### src/rtl/shift8_rx.sv
// Serial-to-parallel receiver for the Shift8 stream: assembles WIDTH-bit frames
// with per-frame bit order and hands each word over through a valid/rd handshake.
module shift8_rx #(
  parameter int WIDTH = 8
) (
  input  logic             clk,
  input  logic             reset,
  input  logic             en,
  input  logic             start,
  input  logic             dir,
  input  logic             sd,
  input  logic             rd,
  output logic [WIDTH-1:0] q,
  output logic             valid,
  output logic             busy,
  output logic             ovr
);

  localparam int CW = $clog2(WIDTH);
  localparam logic [CW-1:0] LAST_BIT = CW'(WIDTH - 1);

  typedef enum logic {
    IDLE,
    SHIFT
  } state_t;

  state_t           state_q, state_d;
  logic [WIDTH-1:0] shiftReg_q, shiftReg_d;
  logic [CW-1:0]    count_q, count_d;
  logic             dir_q, dir_d;
  logic [WIDTH-1:0] q_q, q_d;
  logic             valid_q, valid_d;
  logic             ovr_q, ovr_d;

  logic [WIDTH-1:0] entryWord;
  logic [WIDTH-1:0] shiftedWord;
  logic             complete;

  always_ff @(posedge clk or posedge reset) begin
    if (reset) begin
      state_q    <= IDLE;
      shiftReg_q <= '0;
      count_q    <= '0;
      dir_q      <= 1'b0;
      q_q        <= '0;
      valid_q    <= 1'b0;
      ovr_q      <= 1'b0;
    end else begin
      state_q    <= state_d;
      shiftReg_q <= shiftReg_d;
      count_q    <= count_d;
      dir_q      <= dir_d;
      q_q        <= q_d;
      valid_q    <= valid_d;
      ovr_q      <= ovr_d;
    end
  end

  always_comb begin
    state_d     = state_q;
    shiftReg_d  = shiftReg_q;
    count_d     = count_q;
    dir_d       = dir_q;
    q_d         = q_q;
    valid_d     = valid_q;
    ovr_d       = ovr_q;
    complete    = 1'b0;

    // First bit of a frame uses the live dir; later bits follow the latched one.
    entryWord = '0;
    if (dir) begin
      entryWord[WIDTH-1] = sd;
    end else begin
      entryWord[0] = sd;
    end
    shiftedWord = dir_q ? {sd, shiftReg_q[WIDTH-1:1]} : {shiftReg_q[WIDTH-2:0], sd};

    case (state_q)
      IDLE: begin
        if (en && start) begin
          state_d    = SHIFT;
          shiftReg_d = entryWord;
          count_d    = CW'(1);
          dir_d      = dir;
        end
      end
      SHIFT: begin
        if (en) begin
          if (start) begin
            shiftReg_d = entryWord;
            count_d    = CW'(1);
            dir_d      = dir;
          end else if (count_q == LAST_BIT) begin
            complete   = 1'b1;
            state_d    = IDLE;
            count_d    = '0;
            shiftReg_d = '0;
          end else begin
            shiftReg_d = shiftedWord;
            count_d    = count_q + CW'(1);
          end
        end
      end
      default: state_d = IDLE;
    endcase

    // A finished word is taken if the slot is free or being read this edge.
    if (complete) begin
      if (!valid_q || rd) begin
        q_d     = shiftedWord;
        valid_d = 1'b1;
      end else begin
        ovr_d = 1'b1;
      end
    end else if (rd) begin
      valid_d = 1'b0;
    end
  end

  assign q     = q_q;
  assign valid = valid_q;
  assign busy  = (state_q == SHIFT);
  assign ovr   = ovr_q;

endmodule
### config.mk
export PLATFORM = sky130hd
export DESIGN_NAME = shift8_rx
export DESIGN_NICKNAME = d
export VERILOG_FILES = /design/src/rtl/shift8_rx.sv
export SDC_FILE = /design/constraint.sdc
export NUM_CORES = 1
export LEC_CHECK = 0
export CORE_UTILIZATION = 55
export CTS_CLUSTER_SIZE = 12
export DETAILED_ROUTE_END_ITERATION = 10
export PLACE_DENSITY = 0.83
export SYNTH_ARGS = -nofsm -noshare
export SYNTH_HDL_FRONTEND = slang
export SYNTH_SLANG_ARGS = --single-unit
### constraint.sdc
create_clock -name clk -period 2.8 [get_ports clk]
set_input_delay 0.28 -clock clk [delete_from_list [all_inputs] [get_ports clk]]
set_output_delay 0.28 -clock clk [all_outputs]
set_load 0.01 [all_outputs]
==> results of run 1 <==
## per-stage QoR
stage	cells	setup slack [ns]
final	141	0.896
after detailed placement	137	0.714
after global routing	141	0.797
after global placement	137	0.723
after CTS	141	0.894
after floorplan	99	1.25
## layout by cell type, fill, tap and decap left out, drive strengths merged
cell type,netlist,final
o21bai,1,1
clkbuf,0,4
nand2,14,14
nand3,1,1
dfrtp,23,23
ha,3,3
nor2b,2,2
o21ai,8,8
nor2,2,2
a21oi,1,1
nand3b,3,3
nor3b,1,1
or3,1,1
mux2,3,3
mux2i,14,14
o21a,2,2
inv,9,9
clkdlybuf4s50,0,17
nand2b,2,2
nand4b,1,1
o22ai,1,1
a31oi,2,2
a32o,1,1
## flip-flops by register name (all words and copies together), names as in the netlist
signal and flops:
q 8, shiftReg_q 8, count_q 3, busy 1, dir_q 1, ovr 1, valid 1
## worst reg2reg max path, stage by stage, from the launching register on
cell      delay, ns
dfrtp_1        0.39
ha_1           0.18
ha_1           0.26
nand4b_4       0.14
nor2b_2        0.49
mux2_4         0.34
## area by class of cell
cell class	count	area share, %
timing repair buffer	17	13.1
tap	25	2.40
inverter	9	2.60
multi-input combinational	63	35.7
clock buffer	4	2.02
sequential	23	44.2
## power by group through the flow
stage,Clock [mW],Sequential (mW),Combinational [mW]
after floorplan,0,0.452,0.115
after CTS,0.158,0.440,0.236
after global routing,0.172,0.446,0.259
final,0.156,0.439,0.233
after detailed placement,0,0.447,0.234
after global placement,0,0.443,0.231
## cell families (layout without fill, tap and decap cells)
| group | after synthesis | in the layout | synth area share, % |
|---|---|---|---|
| DFF | 23 | 23 | 51.9 |
| and+or+nand+nor | 27 | 27 | 13.8 |
| AOI/OAI and AO/OA | 16 | 16 | 8.69 |
| adders and majority gates | 3 | 3 | 3.39 |
| muxes | 17 | 17 | 16.0 |
| buffers and inverters | 13 | 30 | 6.21 |
## worst min path at each step
| stage | depth (start not counted) | endpoint | from |
|---|---|---|---|
| 2_1_floorplan | 1 | busy | reset |
| 3_3_place_gp | 1 | ovr | ovr |
| 3_5_place_dp | 1 | ovr | ovr |
| 4_1_cts | 2 | q[5] | reset |
| 5_1_grt | 1 | ovr | ovr |
| 6_report | 2 | dir_q | reset |
## layer usage
layer | part of all wire, % | wire (µm) | global-route usage [%]
met5 | 0 | 0 | 0
met3 | 3.7 | 72 | 2.31
met2 | 45 | 876 | 28.3
met4 | 2.3 | 44 | 12.0
met1 | 48 | 935 | 31.5
==> results.yml, run 1 <==
outcome:
  outcome: "finished, final reports clean"
global_routing:
  overflow: 0
  grt_pass1_vias: 658
  antenna_found_initial: 0
  grt_first_pass_wirelength_um: 3030
  grt_usage_pct: 20.7
  grt_max_degree: 24
timing:
  setup_tns_ns: 0
  hold_slack_ns: 0.426
  hold_viol: 0
  slew_headroom_pct: 43.0
  period_share_pct: 68.0
  setup_violations: 0
  rsz0062_at_grt: "false"
  period_minus_slack_ns: 1.90
  max_freq_mhz: 525
  worst_pin_slew_ns: 0.853
  drv_slew: 0
  skew_ns: 0.000602
drt:
  viasPerCell: 5.30
  post_drt_wl_per_cell_um: 13.7
  first_iter_violations: 12
  drt-pass1-iter-count: 4
  drcViolationCount: 0
  ant_nets: 0
  wl_um: 1930
  vias: 748
die:
  num_rows: 15
  die_h_um: 46.9
  ios: 18
  start_util_pct: 61.5
  die_area_mm2: 0.00220
  core_area_mm2: 0.00180
  dieWidth_um: 46.9
worst_setup_path:
  rr_startpoint: "count_q[0]"
  path_cells: "ha_1 > ha_1 > nand4b_4 > nor2b_2 > mux2_4"
  r2r_slack_ns: 0.90
  worstPathRequired_ns: 3.02
  crit_path_start: "count_q[0]"
  cp.arrival_ns: 2.12
  critPathLaunchType: "flip-flop"
  cp-end-kind: "flip-flop"
  worst_path_largest_cell_delay_ns: 0.49
  reg2reg_to: "q[0]"
  endpoint: "q[0]"
  crit_family: "simple AND/OR/NAND/NOR gates"
  crit_fanout: 8
  cp.depth: 5
  critPathBufInv: 0
  cp_common_cell: "ha_1"
  worst_path_max_delay_cell: "nor2b_2"
  worstSetupPathType: "reg2reg"
  r2r_cells: 5
layout:
  fin_util_pct: 72.2
  syn_to_final_growth_pct: 17.4
  layout.nets: 127
  diodes: 0
  seqCellArea_um2: 576
  fin_area_mm2: 0.00130
  multiInputGateArea_um2: 464
  drive_above_1_share_pct: 6.90
  fillCellCount: 146
power_and_ir_drop:
  p_comb_share_pct: 28.1
  p_per_area_mw_per_mm2: 636
  clockPowerShare_pct: 18.9
  p_leak_nw: 0.621
  peakVddDrop_mv: 0.494
  seqPwrFrac_pct: 53.0
  p_switching_mw: 0.244
  total_power_mw: 0.828
  swShare_pct: 29.5
  p_int_mw: 0.584
yosys:
  ys_seq_area_share_pct: 51.9
  synth_cell_types: 27
  syn_avg_cell_area_um2: 11.2
  netlist_area_mm2: 0.00111
  synth_commonest_cells: "dfrtp_1, mux2i_1, nand2_1, inv_1, o21ai_0"
  synth_area_leaders: "dfrtp_1, mux2i_1, nand2_1"
  synth_top_cell_area_share_pct: 51.9
  yosysTopAreaCell: "dfrtp_1"
  async_flop_share_pct: 100
  synth_edf_count: 0
  yosysWarningCount: 0
  synth.most_common_cell: "dfrtp_1"
  ys_ff_latch: 23
  synth_nets: 109
  syn_inst: 99
  synth_flop_cell: "dfrtp_1"
placement:
  gp_congestion: 0.795
  dp.final_hpwl_um: 1340
  port-buffer-count: 17
  post_dp_cell_area_mm2: 0.00127
clocking:
  cts.sinks: 23
  cts_max_path_buffers: 2
  ctsHtreeMaxLevel: 1
  clock_latency_ns: 0.31
  cts-resized-gates: 0
  cts_setup_buffers: 0
  cts_tree: "yes"
  cts_made_buffers: 3
  clk_transition_reported_paths_ns: 0.12
  clockRootBuffer: "clkbuf_4"
  hold_buffers: 0
run:
  drv_cap: 0
hold_path:
  hold_class: "in2async"
(Power assumes the default switching activity.)
==> run 2: changes to the inputs <==
- CORE_UTILIZATION: 55 -> 46
- PLACE_DENSITY: 0.83 -> 0.74
- clock period: 2.8 -> 1.6 ns (I/O delays scaled with it)
==> run 2 against run 1 <==
Against the previous run:
- first-iteration DRC count up 25%
- clock skew up 0.0057 ns
- largest cell class unchanged
- clock power up 80%
- sequential share of layout area down 3.5 points
- critical path depth up 1
- wire length up 7.5%
- critical path type unchanged
- register-to-register slack worse by 0.81 ns
- maximum frequency up 26%
- final cell count up 11%
==> results.yml, run 2 (synthesized netlist as in run 1, its figures left out) <==
outcome:
  outcome: "finished, final reports clean"
worst_setup_path:
  crit_path_start: "count_q[0]"
  cp.arrival_ns: 1.77
  crit_family: "flip-flops"
  rr_startpoint: "count_q[0]"
  worstPathRequired_ns: 1.85
  path_cells: "ha_2 > ha_4 > nand4b_4 > nor2b_4 > buf_4 > mux2i_1"
  worst_path_max_delay_cell: "dfrtp_1"
  worst_path_largest_cell_delay_ns: 0.40
  cp-end-kind: "flip-flop"
  critPathLaunchType: "flip-flop"
  critPathBufInv: 1
  crit_fanout: 5
  worstSetupPathType: "reg2reg"
clocking:
  cts_max_path_buffers: 2
  clk_transition_reported_paths_ns: 0.13
  hold_buffers: 0
  ctsHtreeMaxLevel: 1
  clock_latency_ns: 0.32
  clockRootBuffer: "clkbuf_4"
  cts.sinks: 23
  cts_made_buffers: 3
  cts_tree: "yes"
global_routing:
  grt_pass1_vias: 808
  grt_usage_pct: 18.4
  grt_first_pass_wirelength_um: 3570
  grt_max_degree: 24
  antenna_found_initial: 0
  overflow: 0
layout:
  final_cells: 156
  multiInputGateArea_um2: 484
  syn_to_final_growth_pct: 27.9
  drive_above_1_share_pct: 18.8
  fillCellCount: 180
  layout_commonest_cell: "dfrtp_1"
  diodes: 0
  fin_util_pct: 63.5
  seqCellArea_um2: 577
  layout.nets: 139
  mostFrequentLayoutCells: "dfrtp_1, clkdlybuf4s50_1, nand2_1, mux2i_1, buf_4"
  fin_area_mm2: 0.00142
drt:
  first_iter_violations: 15
  viasPerCell: 5.21
  vias: 812
  ant_nets: 0
  drt-pass1-iter-count: 3
  drcViolationCount: 0
  wl_um: 2070
  post_drt_wl_per_cell_um: 13.3
timing:
  setup_violations: 0
  fin_ws_ns: 0.0850
  drv_slew: 0
  slew_headroom_pct: 80.2
  max_freq_mhz: 660
  period_minus_slack_ns: 1.51
  period_share_pct: 94.7
  hold_viol: 0
  rsz0062_at_grt: "false"
  skew_ns: 0.00634
  worst_pin_slew_ns: 0.297
placement:
  gp_congestion: 0.749
  dpl_worst_slack_ns: -0.0291
  post_dp_cell_area_mm2: 0.00135
  dp.final_hpwl_um: 1510
  port-buffer-count: 17
  place_inst: 149
die:
  dieWidth_um: 51.1
  die_area_mm2: 0.00261
  start_util_pct: 49.6
  num_rows: 17
  ios: 18
  core_area_mm2: 0.00223
  die_h_um: 51.1
hold_path:
  hold_class: "in2async"
power_and_ir_drop:
  peakVddDrop_mv: 0.754
  p_per_area_mw_per_mm2: 1050
  p_leak_nw: 0.684
run:
  drv_cap: 0
[run 2: worst min-delay path, delay by kind of cell]
kind,cells,cell delay [ns]
buffers and inverters,3,0.74
[run 2: worst paths after layout]
kind	slack [ns]	to	cells past startpoint
setup / recovery	0.09	q[4]	6
hold / removal	0.17	count_q[1]	3
setup reg to reg	0.09	q[4]	6
hold reg to reg	0.50	ovr	1
max in group asynchronous	1.19	busy	3
min in group clk	0.50	ovr	1
[run 2: timing repair]
action / CTS / global route
gates resized for setup: 3 / 2
cloned: 0 / 0
endpoints found under the setup margin: 8 / 6
buffers inserted: 0 / 3
[run 2: area by class of cell]
class / count / area share, %
inverters: 9 / 2.38
multi-input cells: 63 / 34.2
repair buffers: 29 / 18.4
clock inverters: 1 / 0.353
well taps: 28 / 2.47
clock buffers: 3 / 1.59
flip-flops and latches: 23 / 40.7
[run 2: power breakdown]
part	switching (mW)	leakage (nW)	internal, mW
clock	0.187	0.0177	0.0938
sequential	0.0728	0.273	0.689
combinational	0.186	0.393	0.263
[run 2: stage by stage]
step           setup TNS, ns  power (mW)  hold WS, ns
2_1_floorplan              0       0.992        0.162
3_3_place_gp               0        1.20        0.473
3_5_place_dp         -0.0964        1.21        0.470
4_1_cts                    0        1.49        0.175
5_1_grt                    0        1.58        0.226
6_report                   0        1.49        0.167
[run 2: metal layers]
| metal | wire length [µm] | part of all wire, % | track usage, % | vias up |
|---|---|---|---|---|
| li1 | - | - | - | 394 |
| met1 | 931 | 45 | 23.7 | 406 |
| met2 | 1070 | 52 | 31.1 | 10 |
| met3 | 44 | 2.1 | 2.68 | 2 |
| met4 | 29 | 1.4 | 6.94 | 0 |
| met5 | 0 | 0 | 0 | - |
==> run 3: changes to the inputs <==
- TNS_END_PERCENT: default -> 1
==> run 3 against run 2 <==
Against the previous run:
- final cell count down 1.9%
- register-to-register slack about the same
- via count down 2.3%
- critical path depth unchanged
- non-clock buffer count down 3
- flip-flop and latch count unchanged
- power down 0.53%
- clock skew about the same
- sequential power up 0.5%
- global-route usage unchanged
- combinational power down 2%
- largest cell class unchanged
- highest routed layer unchanged
==> results.yml, run 3 (synthesized netlist as in run 1, its figures left out) <==
layout:
  diodes: 0
  final_cells: 153
  fin_area_mm2: 0.00140
  drive_above_1_share_pct: 16.8
  syn_to_final_growth_pct: 26.1
  layout_commonest_cell: "dfrtp_1"
  mostFrequentLayoutCells: "dfrtp_1, clkdlybuf4s50_1, nand2_1, mux2i_1"
  fin_util_pct: 62.6
  layout.nets: 136
timing:
  setup_tns_ns: 0
  setup_violations: 0
  hold_slack_ns: 0.168
  hold_viol: 0
  max_freq_mhz: 660
  skew_ns: 0.00666
  slew_headroom_pct: 80.1
  worst_pin_slew_ns: 0.298
  fin_ws_ns: 0.0846
  drv_slew: 0
  rsz0062_at_grt: "false"
  period_minus_slack_ns: 1.52
  period_share_pct: 94.7
outcome:
  outcome: "finished, final reports clean"
clocking:
  hold_buffers: 0
  ctsHtreeMaxLevel: 1
  clk_transition_reported_paths_ns: 0.13
  cts_setup_buffers: 0
  cts_max_path_buffers: 2
  cts-resized-gates: 3
  clock_latency_ns: 0.32
  cts.sinks: 23
  cts_tree: "yes"
  cts_made_buffers: 3
  clockRootBuffer: "clkbuf_4"
worst_setup_path:
  worstSetupPathType: "reg2reg"
  path_cells: "ha_2 > ha_4 > nand4b_4 > nor2b_4 > buf_4 > mux2i_1"
  cp.arrival_ns: 1.77
  critPathLaunchType: "flip-flop"
  cp-end-kind: "flip-flop"
  worst_path_max_delay_cell: "dfrtp_1"
  worst_path_largest_cell_delay_ns: 0.40
  crit_fanout: 5
  worstPathRequired_ns: 1.85
placement:
  dp.final_hpwl_um: 1510
  gp_congestion: 0.749
  dpl_worst_slack_ns: -0.0291
  port-buffer-count: 17
  place_inst: 149
  post_dp_cell_area_mm2: 0.00135
power_and_ir_drop:
  p_leak_nw: 0.671
  p_per_area_mw_per_mm2: 1060
  p_comb_share_pct: 29.5
  p_int_mw: 1.04
  p_switching_mw: 0.445
  total_power_mw: 1.48
  seqPwrFrac_pct: 51.6
  swShare_pct: 30.0
  clockPowerShare_pct: 19.0
  peakVddDrop_mv: 0.753
drt:
  first_iter_violations: 14
  drcViolationCount: 0
  ant_nets: 0
  vias: 793
  wl_um: 2040
  post_drt_wl_per_cell_um: 13.3
  drt-pass1-iter-count: 4
  viasPerCell: 5.18
global_routing:
  grt_pass1_vias: 808
  grt_max_degree: 24
  antenna_found_initial: 0
  grt_first_pass_wirelength_um: 3570
  overflow: 0
  grt_usage_pct: 18.4
die:
  core_area_mm2: 0.00223
  dieWidth_um: 51.1
  die_h_um: 51.1
  ios: 18
  num_rows: 17
  start_util_pct: 49.6
  die_area_mm2: 0.00261
run:
  drv_cap: 0
hold_path:
  hold_class: "in2async"
==> run 3: cell types whose count changed in the layout (fill, tap and decap cells not counted), sizes merged <==
cell	previous run	this run
buf	12	9
clkdlybuf4s50	17	16
dlymetal6s2s	0	1
==> run 3: area by class of cell <==
type	instances	area [µm²]
fillers	185	836
inverters	9	33.8
clock buffers	3	22.5
clock inverters	1	5.00
multi-input cells	63	484
flip-flops and latches	23	577
well taps	28	35.0
repair buffers	26	240
==> run 3: worst paths after layout <==
path | start | endpoint | slack, ns | depth (start not counted)
min in group clk | ovr | ovr | 0.50 | 1
max reg2reg | count_q[0] | q[4] | 0.08 | 6
max in group asynchronous | reset | busy | 1.19 | 3
min reg2reg | ovr | ovr | 0.50 | 1
min | reset | count_q[1] | 0.17 | 3
max | count_q[0] | q[4] | 0.08 | 6
==> run 3: power groups by stage <==
stage,combinational [mW],clock [mW],sequential [mW]
after detailed placement,0.437,0,0.775
after floorplan,0.201,0,0.791
after global routing,0.488,0.304,0.784
after CTS,0.438,0.288,0.764
final,0.438,0.282,0.766
after global placement,0.427,0,0.771
==> run 3: critical path: cells and delay by family, from the launching register on <==
family                   cells  cell delay, ns
adder cells (fa/ha/maj)      2            0.38
buffers and inverters        1            0.18
flip-flops                   1            0.40
multiplexers                 1            0.19
AND/OR/NAND/NOR              2            0.29
==> run 3: metal layers <==
metal  routed length, µm  global-route usage (%)  up-vias
met2                1010                    31.1       10
li1                    -                       -      387
met1                 953                    23.7      394
met3                  44                    2.68        2
met4                  29                    6.94        0
met5                   0                       0        -
